## config.mk

```make
export PLATFORM = sky130hd
export DESIGN_NAME = exe_mem_skid_reg
export DESIGN_NICKNAME = d
export VERILOG_FILES = /design/src/rtl/exe_mem_skid_reg.sv
export SDC_FILE = /design/constraint.sdc
export NUM_CORES = 1
export LEC_CHECK = 0
export ABC_AREA = 1
export CORE_ASPECT_RATIO = 1.75
export CORE_MARGIN = 2
export CORE_UTILIZATION = 45
export DETAILED_ROUTE_END_ITERATION = 6
export MAX_ROUTING_LAYER = met4
export PLACE_DENSITY = 0.81
export SYNTH_ARGS = -nofsm -noshare
export SYNTH_HDL_FRONTEND = slang
export SYNTH_SLANG_ARGS = --single-unit
```

## constraint.sdc

```tcl
create_clock -name clk -period 6.3 [get_ports clk]
set_input_delay 0.63 -clock clk [delete_from_list [all_inputs] [get_ports clk]]
set_output_delay 0.63 -clock clk [all_outputs]
set_load 0.01 [all_outputs]
```

## src/rtl/exe_mem_skid_reg.sv

```systemverilog
// rtl/exe_mem_skid_reg.sv - EXE->MEM pipeline register with 2-entry skid buffer
//
// Purpose:
//   Registered EXE->MEM boundary with a valid/ready handshake. A main entry
//   drives the MEM-side outputs and a skid entry absorbs the one extra
//   transfer that EXE can launch before it sees in_ready fall. Because of the
//   skid entry, in_ready is decoded purely from the state flops and has no
//   combinational path from out_ready. flush squashes both entries.
//
// Ports:
//   clk, rst             rising-edge clock, asynchronous active-high reset
//   flush                synchronous squash of all held entries (top priority)
//   in_valid / in_ready  EXE-side handshake
//   *_in                 EXE-side fields (WB_en, MEM_R_EN, MEM_W_EN, PC,
//                        ALU_result, ST_val, Dest)
//   out_valid/out_ready  MEM-side handshake
//   WB_en, MEM_R_EN, MEM_W_EN, PC, ALU_result, ST_val, Dest
//                        registered fields of the main entry; control fields
//                        are forced to 0 while out_valid is low
//   stall_cnt            saturating count of MEM back-pressure cycles, only
//                        present when EXE_MEM_STALL_CNT_EN is defined
//
// Configuration macro: EXE_MEM_STALL_CNT_EN

module exe_mem_skid_reg #(
    parameter int DATA_W = 32,
    parameter int DEST_W = 5
) (
    input  logic              clk,
    input  logic              rst,
    input  logic              flush,
    input  logic              in_valid,
    output logic              in_ready,
    input  logic              WB_en_in,
    input  logic              MEM_R_EN_in,
    input  logic              MEM_W_EN_in,
    input  logic [DATA_W-1:0] PC_in,
    input  logic [DATA_W-1:0] ALU_result_in,
    input  logic [DATA_W-1:0] ST_val_in,
    input  logic [DEST_W-1:0] Dest_in,
    output logic              out_valid,
    input  logic              out_ready,
    output logic              WB_en,
    output logic              MEM_R_EN,
    output logic              MEM_W_EN,
    output logic [DATA_W-1:0] PC,
    output logic [DATA_W-1:0] ALU_result,
    output logic [DATA_W-1:0] ST_val,
    output logic [DEST_W-1:0] Dest
`ifdef EXE_MEM_STALL_CNT_EN
    ,
    output logic [31:0]       stall_cnt
`endif
);

    // Entry layout: {WB_en, MEM_R_EN, MEM_W_EN, PC, ALU_result, ST_val, Dest}
    localparam int ENTRY_W = 3 + 3 * DATA_W + DEST_W;

    typedef enum logic [1:0] {
        ST_EMPTY = 2'd0,
        ST_ONE   = 2'd1,
        ST_FULL  = 2'd2
    } state_e;

    state_e              state_q;
    state_e              state_d;
    logic [ENTRY_W-1:0]  main_q;
    logic [ENTRY_W-1:0]  main_d;
    logic [ENTRY_W-1:0]  skid_q;
    logic [ENTRY_W-1:0]  skid_d;
    logic [ENTRY_W-1:0]  in_entry;

    logic                in_fire;
    logic                out_fire;
    logic                load_main;
    logic                load_skid;
    logic                skid_to_main;

    logic                main_wb;
    logic                main_mr;
    logic                main_mw;

    assign in_entry = {WB_en_in, MEM_R_EN_in, MEM_W_EN_in,
                       PC_in, ALU_result_in, ST_val_in, Dest_in};

    assign in_fire  = in_valid & in_ready;
    assign out_fire = out_valid & out_ready;

    // ------------------------------------------------------------------
    // FSM: state register
    // ------------------------------------------------------------------
    always_ff @(posedge clk or posedge rst) begin
        if (rst) begin
            state_q <= ST_EMPTY;
        end else begin
            state_q <= state_d;
        end
    end

    // ------------------------------------------------------------------
    // FSM: next state and datapath steering
    // ------------------------------------------------------------------
    always_comb begin
        state_d      = state_q;
        load_main    = 1'b0;
        load_skid    = 1'b0;
        skid_to_main = 1'b0;

        unique case (state_q)
            ST_EMPTY: begin
                if (in_fire) begin
                    load_main = 1'b1;
                    state_d   = ST_ONE;
                end
            end
            ST_ONE: begin
                if (in_fire && out_fire) begin
                    // Main is consumed this edge, so the new entry replaces it.
                    load_main = 1'b1;
                end else if (in_fire) begin
                    load_skid = 1'b1;
                    state_d   = ST_FULL;
                end else if (out_fire) begin
                    state_d   = ST_EMPTY;
                end
            end
            ST_FULL: begin
                // in_ready is low here, so only the drain side can move.
                if (out_fire) begin
                    skid_to_main = 1'b1;
                    state_d      = ST_ONE;
                end
            end
            default: begin
                state_d = ST_EMPTY;
            end
        endcase

        // Flush overrides everything: same-cycle transfers on either side
        // are discarded and the entry storage is left untouched.
        if (flush) begin
            state_d      = ST_EMPTY;
            load_main    = 1'b0;
            load_skid    = 1'b0;
            skid_to_main = 1'b0;
        end
    end

    // ------------------------------------------------------------------
    // FSM: outputs (pure decode of the state flops)
    // ------------------------------------------------------------------
    always_comb begin
        out_valid = (state_q != ST_EMPTY);
        in_ready  = (state_q != ST_FULL);
    end

    // ------------------------------------------------------------------
    // Entry storage
    // ------------------------------------------------------------------
    always_comb begin
        main_d = main_q;
        skid_d = skid_q;
        if (load_main) begin
            main_d = in_entry;
        end else if (skid_to_main) begin
            main_d = skid_q;
        end
        if (load_skid) begin
            skid_d = in_entry;
        end
    end

    always_ff @(posedge clk or posedge rst) begin
        if (rst) begin
            main_q <= '0;
            skid_q <= '0;
        end else begin
            main_q <= main_d;
            skid_q <= skid_d;
        end
    end

    // ------------------------------------------------------------------
    // Output fields: data holds its last value when empty, control is
    // gated so MEM never acts on a stale entry.
    // ------------------------------------------------------------------
    assign {main_wb, main_mr, main_mw, PC, ALU_result, ST_val, Dest} = main_q;

    assign WB_en    = main_wb & out_valid;
    assign MEM_R_EN = main_mr & out_valid;
    assign MEM_W_EN = main_mw & out_valid;

`ifdef EXE_MEM_STALL_CNT_EN
    // ------------------------------------------------------------------
    // Back-pressure counter: cycles where MEM holds off a valid entry.
    // A flush cycle is not a stall. Only rst clears it.
    // ------------------------------------------------------------------
    logic [31:0] stall_cnt_q;
    logic [31:0] stall_cnt_d;

    always_comb begin
        stall_cnt_d = stall_cnt_q;
        if (out_valid && !out_ready && !flush && (stall_cnt_q != 32'hFFFF_FFFF)) begin
            stall_cnt_d = stall_cnt_q + 32'd1;
        end
    end

    always_ff @(posedge clk or posedge rst) begin
        if (rst) begin
            stall_cnt_q <= '0;
        end else begin
            stall_cnt_q <= stall_cnt_d;
        end
    end

    assign stall_cnt = stall_cnt_q;
`endif

endmodule

```

After elaboration in Yosys (flattened, before gate mapping)
Cells that the tools add are included.

Register bits after elaboration: 210. Output and inout bits: 106. Memories: 0. Bits in latches: 0. Bits of input ports: 109. ROM bits: 0. Memory bits (writable): 0. Word-level logic and storage cells: 39.

Divide/modulo/power cells: 0. Equality and inequality tests: 7. Reductions and logical operators: 5. Bitwise logic cells: 5. Muxes and demuxes: 19. Magnitude comparators: 0. Add/subtract/negate cells: 0. Multiply operators: 0. Shift operators: 0.

Operators with widths (number): two-way mux 104 bit (2); two-way mux 2 bit (6); two-way mux 1 bit (9); inequality test 3 bit, second input constant (3); one-hot mux 2 bit (3 select lines) (1); AND 1 bit (5); inequality test 4 bit, second input constant (1); AND reduction 4 bit (1); nonzero test 2 bit (2); equality test 2 x 1 -> 1 bit, second input constant (1); equality test 2 bit, second input constant (1); zero test 2 bit (1); inequality test 2 bit, second input constant (1); one-hot mux 1 bit (2 select lines) (1); logical AND 1 bit (1).

Longest topological paths before layout
Depth in word-level cells: 7. Gate-level depth with buffers: 9. Gate-level depth less buffers: 6.

Worst setup path before layout
No wires, ideal clock.

Path kind: input to register. Start: input port out_ready. End: register skid_q[82]. Arrival: 1.350 ns. Library setup time: 0.117 ns. Slack: 4.833 ns. Path buffers: 3. Stages: 9. Required time: 6.183 ns. Cells stage by stage: inv_2 nand2_1 inv_2 nand3_2 buf_6 buf_6 buf_6 nand2_1 o21ai_2.

Longest elaborated chain between the ends: 5.

Ends and longest elaborated chain: from (decl) (line 42) `input logic out_ready,`; AND 1 bit (line 87) `assign out_fire = out_valid & out_ready;`; logical AND 1 bit (line 117) `if (in_fire && out_fire) begin`; two-way mux 1 bit (line 117); two-way mux 1 bit (line 109) `unique case (state_q)`; two-way mux 1 bit (line 141) `if (flush) begin`; to (signal assigned) (line 179) `skid_q <= skid_d;`; to (decl) (line 69) `logic [ENTRY_W-1:0] skid_q;`.

Every way passes these cells. A chain may end at the register's enable or synchronous reset.

Worst setup path in the final report
Start: input port flush. End: register main_q[92].

Longest elaborated chain between the ends: 2. Elaborated cells between the ends (all ways): 4. Those cells by class: mux: 3; reduce/logical: 1.

Ends and longest elaborated chain: from (decl) (line 31) `input logic flush,`; two-way mux 1 bit (line 141); two-way mux 104 bit or nonzero test 2 bit (tied branches); to (signal assigned) (line 178) `main_q <= main_d;`; to (decl) (line 67) `logic [ENTRY_W-1:0] main_q;`.

Parallel ways exist; a longest one is shown, timed or not.

==> metrics.md <==
| Metric | Value |
|---|---|
| Startpoint types | primary input |
| Routed vias | 7437 |
| GR Layer Usage met3 | 2.01% |
| Period utilization | 48.3% |
| Worst Path Required | 6.71 ns |
| Clock skew | 0.0131 ns |
| Clock tree buffer depth | 3 |
| Synth cell types | 17 |
| Final Hold Viols | 0 |
| Via density | 4.89 |
| CTS tree | built |
| R2R Path End | main_q[92]$_DFFE_PP0P_ |
| Min-Delay Path Class | reg -> reg |
| Number of I/O pins | 215 |
| Clock Power Share | 28.4% |
| Met1 usage | 24.3% |
| Cell Area, Synth | 9770 µm² |
| Int Pwr | 0.00307 W |
| Initial Util | 45.6% |
| Slew @ Worst Pin | 0.977 ns |
| Count of buffers from port buffering | 214 |
| Status | complete, no violations |
| Area contributors post-synth | dfrtp_1, nand2_1, nand3_1 |
| Peak supply drop | 0.201 mV |
| Flop pwr share | 47.4% |
| CP arrival | 3.45 ns |
| Clk root buf | clkbuf_16 |
| Post-Syn Area per Cell | 8.58 µm² |
| Crit path max fanout | 54 |
| Final non-filler cell area | 11900 µm² |
| CP startpoint | flush |
| Post-DP HPWL | 15000 µm |
| Slew Limit Headroom | 34.9% |
| Slew Viols, Final | 0 |
| Grt peak-use layer | met2 |
| HP Start | skid_q[68]$_DFFE_PP0P_ |
| Share of post-route cells with drive strength above 1 | 5.13% |
| RR Startpoint | state_q[0]$_DFFE_PP0P_ |
| Initial antenna violation count | 0 |
| # setup viols final | 0 |
| DIE HEIGHT | 199 µm |
| Fmax | 329 MHz |
| Fin Setup TNS | 0 ns |
| Net Count, Synth | 1248 |
| CP Capture Type | flip-flop |
| Setup CP Type | in -> reg |
| FF+latch count, synth | 210 |
| H-tree depth | 1 |
| Clock slew at reported path FFs | 0.06 ns |
| Logic gate share of total power | 24.2% |
| Post-Route WL | 23100 µm |
| Die area | 22900 µm² |
| Diodes inserted | 0 |
| Seq/Total Area, Yosys | 53.8% |
| Inserted Clock Buffers | 20 |
| Std cell rows | 71 |
| Dpl cell area | 11200 µm² |
| Final ANT Viol Nets | 0 |
| Crit path capture | main_q[92]$_DFFE_PP0P_ |
| RSZ-0062 raised after global routing | false |
| Clk_lat worst skew | 0.49 ns |
| DRT iter0 DRCs | 597 |
| First-pass iteration count of the detailed router | 5 |
| Die Width | 115 µm |
| Most common cell after layout, fill and taps aside | nand2_1 |
| Core Area | 21400 µm² |
| Switching power | 0.00123 W |
| Worst reg2reg path depth | 6 |
| P_leak | 5.74 nW |
| Ys Warns | 0 |
| GRT Util Overall | 20.6% |
| Met2 usage | 36.0% |
| Resize count post-CTS | 0 |
| Post-CTS Setup Bufs | 0 |
| Nets | 1325 |
| Area grow syn2layout | 21.5% |
| Largest area contributor in the netlist | dfrtp_1 |
| Maxcap violations | 0 |
| Gpl congestion | 0.858 |
| Yosys top cell area share | 53.8% |
| Grt total ovfl | 0 |
| Cts hold-fix bufs | 0 |
| First-pass GRT wire length | 36700 µm |
| Largest net degree at the start of global routing | 113 |
| Drc violations | 0 |
| Pwr Density | 362 nW/µm² |
| Minimum clock period | 3.04 ns |
| Wire per inst | 15.2 µm |
| Cell count after synthesis | 1139 |
| CTS sink cnt | 210 |
| Switching share of total power | 28.7% |
| Slack of the worst reg-to-reg path | 3.44 ns |
| Commonest cells after routing, fill and taps aside | nand2_1, clkdlybuf4s50_1, nand3_1, dfrtp_1, inv_1 |
| Vias in the first global route | 7251 |
-- cells in the mapped netlist (all sizes together) --
cell,n
nand2,321
buf,149
dfrtp,210
inv,114
o21ai,104
clkbuf,19
nor2,7
nand3,215
-- how the worst min path moves through the flow --
| stage | cells after the start | slack [ns] | endpoint |
|---|---|---|---|
| after detailed placement | 2 | 0.47 | skid_q[68]$_DFFE_PP0P_ |
| after global routing | 2 | 0.51 | skid_q[68]$_DFFE_PP0P_ |
| after floorplan | 2 | 0.45 | skid_q[64]$_DFFE_PP0P_ |
| after global placement | 2 | 0.46 | skid_q[82]$_DFFE_PP0P_ |
| final | 2 | 0.48 | skid_q[68]$_DFFE_PP0P_ |
| after CTS | 2 | 0.48 | skid_q[68]$_DFFE_PP0P_ |
-- state kept, by name, indices dropped and copies added (netlist names) --
register / flops
main_q: 104
skid_q: 104
state_q: 2
-- critical path: stages --
cell and delay, ns:
clkdlybuf4s50_1 0.49, nor2_2 0.19, nand3_4 0.46, clkinv_2 0.75, buf_4 0.64, nand2_1 0.12
nand3_1 0.11
-- cell type report --
class                   count  area (µm²)
well taps                 292         365
fillers                  1874        9540
clock buffers              30         589
inverters                 114         434
repair buffers            223        2220
clock inverters             5        75.1
flip-flops and latches    210        5260
multi-input cells         647        2930
-- kinds of logic (layout without fill, tap and decap cells) --
group / Yosys count / in the layout / share of synthesized area (%)
AOI/OAI and AO/OA: 104 / 104 / 5.91
buffers and inverters: 282 / 372 / 16.4
DFF: 210 / 210 / 53.8
and+or+nand+nor: 543 / 543 / 23.9
-- power groups by stage --
stage / sequential (W) / clock (W) / combinational [W]
2_1_floorplan: 0.00198 / 0 / 0.000781
3_3_place_gp: 0.00204 / 0 / 0.00102
3_5_place_dp: 0.00205 / 0 / 0.00106
4_1_cts: 0.00203 / 0.00125 / 0.00106
5_1_grt: 0.00208 / 0.00130 / 0.00117
6_report: 0.00204 / 0.00122 / 0.00104
-- per-layer routing --
layer,up-vias,wire (µm)
met4,0,783
met3,48,1060
li1,3653,-
met2,231,12400
met5,-,0
met1,3505,8920
-- stage by stage --
step / util, % / power (W) / worst slack, ns / hold slack (ns) / cells
4_1_cts: 55.5 / 0.00435 / 3.26 / 0.483 / 1521
2_1_floorplan: - / 0.00276 / 2.94 / 0.453 / 1139
5_1_grt: 55.5 / 0.00455 / 3.04 / 0.505 / 1521
6_report: 55.5 / 0.00430 / 3.26 / 0.482 / 1521
3_5_place_dp: 52.4 / 0.00311 / 2.75 / 0.467 / 1486
3_3_place_gp: 52.4 / 0.00305 / 2.83 / 0.463 / 1486
Power figures use the tool's default switching activity.
